==> config.mk <==
export PLATFORM = sky130hd
export DESIGN_NAME = fpu_sqrt_unit_flat
export DESIGN_NICKNAME = d
export VERILOG_FILES = /design/src/rtl/fpu_sqrt_if.sv /design/src/rtl/fpu_sqrt_unit.sv /design/src/flat_wrapper.sv
export SDC_FILE = /design/constraint.sdc
export NUM_CORES = 1
export LEC_CHECK = 0
export ABC_AREA = 1
export CAP_MARGIN = 25
export CORE_AREA = 4 4 113 168
export DETAILED_ROUTE_END_ITERATION = 6
export DIE_AREA = 0 0 117 172
export GPL_ROUTABILITY_DRIVEN = 0
export PLACE_DENSITY = 0.83
export SLEW_MARGIN = 20
export SYNTH_ARGS = -nofsm -noshare
export SYNTH_HDL_FRONTEND = slang
export SYNTH_SLANG_ARGS = --single-unit
==> constraint.sdc <==
create_clock -name clk -period 2.2 [get_ports clk]
set_clock_uncertainty 0.05 [all_clocks]
set_input_delay 0.44 -clock clk [delete_from_list [all_inputs] [get_ports clk]]
set_output_delay 0.44 -clock clk [all_outputs]
set_load 0.02 [all_outputs]
==> src/rtl/fpu_sqrt_if.sv <==
// rtl/fpu_sqrt_if.sv - start/busy/cmd_end request interface for the sqrt unit
interface fpu_sqrt_if #(
    parameter int W = 32
);
    logic         start;
    logic [W-1:0] operand;
    logic [W-1:0] result;
    logic         busy;
    logic         cmd_end;
    logic         invalid;
    logic         inexact;

    modport master (
        output start, operand,
        input  result, busy, cmd_end, invalid, inexact
    );

    modport slave (
        input  start, operand,
        output result, busy, cmd_end, invalid, inexact
    );
endinterface

==> src/rtl/fpu_sqrt_unit.sv <==
// rtl/fpu_sqrt_unit.sv - multi-cycle IEEE-754 square root; FPU_SQRT_RNE_EN selects round-to-nearest-even
module fpu_sqrt_unit #(
    parameter int EXP_W = 8,
    parameter int MAN_W = 23
) (
    input  logic        clk,
    input  logic        arst_n,
    fpu_sqrt_if.slave   bus
);
    localparam int W    = 1 + EXP_W + MAN_W;
    localparam int N    = MAN_W + 2;
    localparam int RW   = N + 2;
    localparam int RADW = 2 * N;
    localparam int EW   = EXP_W + 2;
    localparam int CW   = $clog2(N + 1);

    localparam logic [EXP_W-1:0] BIAS = {1'b0, {(EXP_W-1){1'b1}}};
    localparam logic [W-1:0]     QNAN = {1'b0, {EXP_W{1'b1}}, 1'b1, {(MAN_W-1){1'b0}}};
    localparam logic [W-1:0]     PINF = {1'b0, {EXP_W{1'b1}}, {MAN_W{1'b0}}};

    typedef enum logic [2:0] {IDLE, UNPACK, ITER, ROUND, DONE} state_t;

    state_t            state;
    logic [W-1:0]      op_q;
    logic [RADW-1:0]   rad;
    logic [RW-1:0]     rem;
    logic [N-1:0]      root;
    logic [CW-1:0]     cnt;
    logic [EXP_W-1:0]  rexp;
    logic [W-1:0]      result_q;
    logic              busy_q, cmd_end_q, invalid_q, inexact_q;

    assign bus.result  = result_q;
    assign bus.busy    = busy_q;
    assign bus.cmd_end = cmd_end_q;
    assign bus.invalid = invalid_q;
    assign bus.inexact = inexact_q;

    logic             op_sign;
    logic [EXP_W-1:0] op_exp;
    logic [MAN_W-1:0] op_man;
    assign op_sign = op_q[W-1];
    assign op_exp  = op_q[W-2:MAN_W];
    assign op_man  = op_q[MAN_W-1:0];

    logic         special, special_inv;
    logic [W-1:0] special_res;

    // Subnormals are flushed before the sign test, so a negative subnormal yields -0.
    always_comb begin
        special     = 1'b1;
        special_inv = 1'b0;
        special_res = QNAN;
        if ((&op_exp) && (op_man != '0)) begin
            special_res = QNAN;
        end else if (op_exp == '0) begin
            special_res = {op_sign, {(W-1){1'b0}}};
        end else if (op_sign) begin
            special_inv = 1'b1;
        end else if (&op_exp) begin
            special_res = PINF;
        end else begin
            special = 1'b0;
        end
    end

    logic signed [EW-1:0] e_unb, e_adj, e_half;
    logic [RADW-1:0]      sig_ext, rad_init;
    assign e_unb    = $signed({2'b00, op_exp}) - $signed({2'b00, BIAS});
    assign e_adj    = e_unb - EW'(e_unb[0]);
    assign e_half   = e_adj >>> 1;
    assign sig_ext  = {{(RADW-MAN_W-1){1'b0}}, 1'b1, op_man};
    // Root integer bit lands in root[N-1]; odd exponents fold one factor of 2 into the radicand.
    assign rad_init = e_unb[0] ? (sig_ext << (MAN_W + 3)) : (sig_ext << (MAN_W + 2));

    logic [RW-1:0] rem_sh, trial, rem_nx;
    logic          take;
    assign rem_sh = {rem[RW-3:0], rad[RADW-1:RADW-2]};
    assign trial  = {root, 2'b01};
    assign take   = (rem_sh >= trial);
    assign rem_nx = take ? (rem_sh - trial) : rem_sh;

    logic             guard, sticky, inc;
    logic [MAN_W:0]   mant_sum;
    logic [EXP_W-1:0] exp_out;
    assign guard  = root[0];
    assign sticky = |rem;
`ifdef FPU_SQRT_RNE_EN
    assign inc = guard & (sticky | root[1]);
`else
    assign inc = 1'b0;
`endif
    assign mant_sum = {1'b0, root[N-2:1]} + (MAN_W+1)'(inc);
    assign exp_out  = rexp + EXP_W'(mant_sum[MAN_W]);

    always_ff @(posedge clk or negedge arst_n) begin
        if (!arst_n) begin
            state     <= IDLE;
            op_q      <= '0;
            rad       <= '0;
            rem       <= '0;
            root      <= '0;
            cnt       <= '0;
            rexp      <= '0;
            result_q  <= '0;
            busy_q    <= 1'b0;
            cmd_end_q <= 1'b0;
            invalid_q <= 1'b0;
            inexact_q <= 1'b0;
        end else begin
            case (state)
                IDLE: begin
                    if (bus.start) begin
                        op_q   <= bus.operand;
                        busy_q <= 1'b1;
                        state  <= UNPACK;
                    end
                end
                UNPACK: begin
                    if (special) begin
                        result_q  <= special_res;
                        invalid_q <= special_inv;
                        inexact_q <= 1'b0;
                        busy_q    <= 1'b0;
                        cmd_end_q <= 1'b1;
                        state     <= DONE;
                    end else begin
                        rad   <= rad_init;
                        rem   <= '0;
                        root  <= '0;
                        cnt   <= CW'(N);
                        rexp  <= EXP_W'(e_half + $signed(EW'(BIAS)));
                        state <= ITER;
                    end
                end
                ITER: begin
                    rem  <= rem_nx;
                    root <= {root[N-2:0], take};
                    rad  <= {rad[RADW-3:0], 2'b00};
                    cnt  <= cnt - CW'(1);
                    if (cnt == CW'(1))
                        state <= ROUND;
                end
                ROUND: begin
                    // A mantissa carry-out leaves mant_sum low bits zero, so only the exponent needs bumping.
                    result_q  <= {1'b0, exp_out, mant_sum[MAN_W-1:0]};
                    invalid_q <= 1'b0;
                    inexact_q <= guard | sticky;
                    busy_q    <= 1'b0;
                    cmd_end_q <= 1'b1;
                    state     <= DONE;
                end
                DONE: begin
                    cmd_end_q <= 1'b0;
                    state     <= IDLE;
                end
                default: state <= IDLE;
            endcase
        end
    end
endmodule

==> src/flat_wrapper.sv <==
// flat-port wrapper written by rule: the top's interface ports become plain ports
module fpu_sqrt_unit_flat 
#(
    parameter int EXP_W = 8,
    parameter int MAN_W = 23
)
  (clk, arst_n, bus_start, bus_operand, bus_result, bus_busy, bus_cmd_end, bus_invalid, bus_inexact);
  fpu_sqrt_if #(.W((32))) bus_i ();
  input  logic clk;
  input  logic arst_n;
  input wire logic [$bits(bus_i.start)-1:0] bus_start;
  input wire logic [$bits(bus_i.operand)-1:0] bus_operand;
  output wire logic [$bits(bus_i.result)-1:0] bus_result;
  output wire logic [$bits(bus_i.busy)-1:0] bus_busy;
  output wire logic [$bits(bus_i.cmd_end)-1:0] bus_cmd_end;
  output wire logic [$bits(bus_i.invalid)-1:0] bus_invalid;
  output wire logic [$bits(bus_i.inexact)-1:0] bus_inexact;
  assign bus_i.start = bus_start;
  assign bus_i.operand = bus_operand;
  assign bus_result = bus_i.result;
  assign bus_busy = bus_i.busy;
  assign bus_cmd_end = bus_i.cmd_end;
  assign bus_invalid = bus_i.invalid;
  assign bus_inexact = bus_i.inexact;
  fpu_sqrt_unit #(.EXP_W(EXP_W), .MAN_W(MAN_W)) u_core (.clk(clk), .arst_n(arst_n), .bus(bus_i));
endmodule
==> flow_metrics.py <==
metrics = {
    "synth": {
        "ys.flop_type": "dfrtp_1",
        "ys_ff_latch": 161,
        "synthTopCellsByArea": "dfrtp_1, nand2_1, inv_1",
        "synth_cell_types": 39,
        "synthCells": 1267,
        "async_flop_share_pct": 100,
        "synth.largest_area_cell": "dfrtp_1",
        "netlist_area_sq_um": 9280,
        "synth_common_cells": "nand2_1, inv_1, dfrtp_1",
        "synth_edf_count": 0,
        "synth_area_per_cell_sq_um": 7.33,
        "yosysMostFrequentCell": "nand2_1",
        "yosys_warnings": 0,
        "synth_fp_nets": 1335,
        "synth_top_area_share_pct": 43.4,
        "ys_seq_area_share_pct": 43.4,
    },
    "worst_setup_path": {
        "end_kind": "register",
        "worst_r2r_path_depth": 13,
        "required_ps": 2480,
        "cp_max_fo": 5,
        "critPathSlowestCell": "dfrtp_1",
        "cpMostUsedCell": "nand2_1",
        "startpoint_type": "register",
        "cp.arrival_ps": 2440,
        "worstPathCellList": "ha_2, nand2_1, inv_1, nor2_2, inv_1, ha_1, nand3_2, nor2_4, nand2_1, nand2_1, nand4_1, nand3_1, nand2_1",
        "critical_path_buf_inv_count": 2,
        "worstReg2RegEnd": "u_core.rexp[7]",
        "reg2reg_slack_ps": 30,
        "max_stage_delay_ps": 440,
        "crit_type": "reg2reg",
        "rr_startpoint": "u_core.op_q[24]",
        "cpLargestDelayFamily": "simple AND/OR/NAND/NOR gates",
    },
    "routing": {
        "routedWlPerCell_microns": 16.1,
        "firstDrtPassIters": 7,
        "vias": 9009,
        "drt_iter0_drc": 733,
        "ant_nets": 0,
        "wirelength_microns": 25800,
        "drc_errors": 0,
        "via_per_inst": 5.60,
    },
    "clock_network": {
        "h-tree-depth": 4,
        "clk_pin_slew_ps": 70,
        "clk_latency_ps": 430,
        "cts.sinks": 161,
        "cts_buffer_depth": 2,
        "cts_root_buffer": "clkbuf_16",
        "cts_tree": "yes",
        "cts_buffers": 17,
    },
    "timing": {
        "min_period_ps": 2170,
        "rsz0062_at_grt": "true",
        "fin_tns_setup_ps": 0,
        "drv_slew": 0,
        "worst_slack_ps": 33.9,
        "fmax_mhz": 462,
        "relSlewSlack_pct": 43.7,
        "tightest_slew_ps": 844,
        "setup_viol": 0,
        "holdWs_ps": 434,
        "fin_crit_sh_pct": 98.5,
        "final-hold-violation-count": 0,
    },
    "layout": {
        "final_cell_count_no_fill": 1608,
        "diodes": 0,
        "final_nets": 1450,
        "drive_above_1_share_pct": 13.7,
        "syn_to_final_growth_pct": 25.2,
        "fillers": 1365,
    },
    "global_routing": {
        "grt_use_total_pct": 25.3,
        "antenna_found_initial": 0,
        "grt_pass1_wl_microns": 40500,
        "overflow": 0,
        "grt_max_degree": 55,
        "grt_pass1_vias": 8745,
    },
    "power": {
        "fin_total_pwr_uw": 19000,
        "ir_worst_vdd_mv": 0.848,
        "powerDensity_nw_per_um2": 1630,
        "p_leak_uw": 0.00584,
    },
    "placement": {
        "hpwlAfterDp_microns": 17900,
        "io_buffer_count": 70,
        "placedCellCount": 1572,
        "pre_cts_slack_ps": -15.5,
    },
    "hold_path": {
        "hold_depth": 2,
        "min_to": "u_core.bus.result[7]",
        "min-delay-start": "u_core.bus.result[7]",
        "hold_class": "reg2reg",
    },
    "die": {
        "coreArea_sq_um": 17400,
        "start_util_pct": 53.3,
        "fp-row-count": 59,
        "fp.dieH_microns": 172,
        "design.die.area_sq_um": 20100,
        "io_pins": 71,
        "die_w_microns": 117,
    },
    "flow_run": {
        "drv_cap": 0,
    },
    "run_status": {
        "status": "complete, no violations",
    },
}
==> worst reg2reg max path, stage by stage (launching register included) <==
cell     delay, ps
dfrtp_1        440
ha_2           240
nand2_1         70
inv_1          120
nor2_2          50
inv_1           70
ha_1           200
nand3_2        170
nor2_4         160
nand2_1         90
nand2_1        120
nand4_1        120
nand3_1        110
nand2_1         50
==> layer usage <==
| metal | vias to the layer above | GRT usage, % | part of all wire [%] |
|---|---|---|---|
| met3 | 125 | 3.64 | 5.0 |
| met2 | 364 | 45.3 | 53 |
| li1 | 4290 | - | - |
| met5 | - | 0 | 0 |
| met1 | 4230 | 27.4 | 36 |
| met4 | 0 | 15.8 | 6.4 |
==> what timing repair did <==
action,4_1_cts,5_1_grt
setup endpoints to repair,3,77
hold endpoints to repair,36,0
gates resized for setup,2,75
setup buffers,0,3
pin swaps,0,7
hold buffers,1,0
==> state kept, by name, summed over array words and instances, names as in the netlist <==
signal	flops
u_core.bus.busy	1
u_core.bus.cmd_end	1
u_core.bus.inexact	1
u_core.bus.invalid	1
u_core.bus.result	32
u_core.cnt	5
u_core.op_q	32
u_core.rad	25
u_core.rem	27
u_core.rexp	8
u_core.root	25
u_core.state	3
==> cell usage in the layout, fill, tap and decap left out, types with 5 or more instances in the layout <==
master and count:
a21oi_1 53, buf_12 7, buf_4 59, clkbuf_16 17, clkdlybuf4s50_1 69, dfrtp_1 160
ha_1 10, ha_4 21, inv_1 175, inv_2 8, nand2_1 387, nand2_2 16
nand3_1 73, nand3_2 9, nand3b_1 5, nand4_1 30, nor2_1 90, nor2_2 11
nor3_1 5, nor4_1 6, o211ai_1 20, o21ai_0 50, o21ai_1 14, o22ai_1 27
xnor2_1 12
==> logic make-up (layout without fill, tap and decap cells) <==
| kind of cell | count (synthesis) | in the layout | synth area share (%) |
|---|---|---|---|
| buffers and inverters | 231 | 359 | 9.83 |
| and+or+nand+nor | 641 | 641 | 29.3 |
| DFF | 161 | 161 | 43.4 |
| AOI/OAI and AO/OA | 183 | 183 | 11.2 |
| adders and majority gates | 33 | 33 | 4.45 |
| muxes | 4 | 4 | 0.485 |
| xor gates and xnor gates | 14 | 14 | 1.32 |
==> how the worst max path moves through the flow <==
stage	from	to	slack, ps	cells past startpoint
after floorplan	u_core.op_q[23]	u_core.rexp[7]	100	12
after global routing	u_core.op_q[23]	u_core.rexp[7]	-110	13
after detailed placement	u_core.op_q[23]	u_core.rexp[7]	-20	11
final	u_core.op_q[24]	u_core.rexp[7]	30	13
after CTS	u_core.op_q[23]	u_core.rad[49]	4	10
after global placement	u_core.root[13]	u_core.rem[13]	60	12
==> report_power, final <==
part	internal (uW)	total [uW]	switching, uW
sequential	3990	4790	799
combinational	4360	11400	7000
clock	1490	2850	1360
==> metrics by stage <==
step / area (sq um) / utilization [%]
after floorplan: 9280 / -
after global placement: 10600 / 61.0
after detailed placement: 10600 / 61.0
after CTS: 11200 / 64.3
after global routing: 11600 / 66.7
final: 11600 / 66.7
==> cell type report <==
type                    instances  area, sq um  share of cell area, %
inverters                     186          703                   6.05
flip-flops and latches        161         4030                   34.7
clock inverters                14          128                   1.10
clock buffers                  18          429                   3.69
repair buffers                141         1340                   11.6
well taps                     213          267                   2.29
multi-input cells             875         4720                   40.6
(Power assumes the default switching activity.)
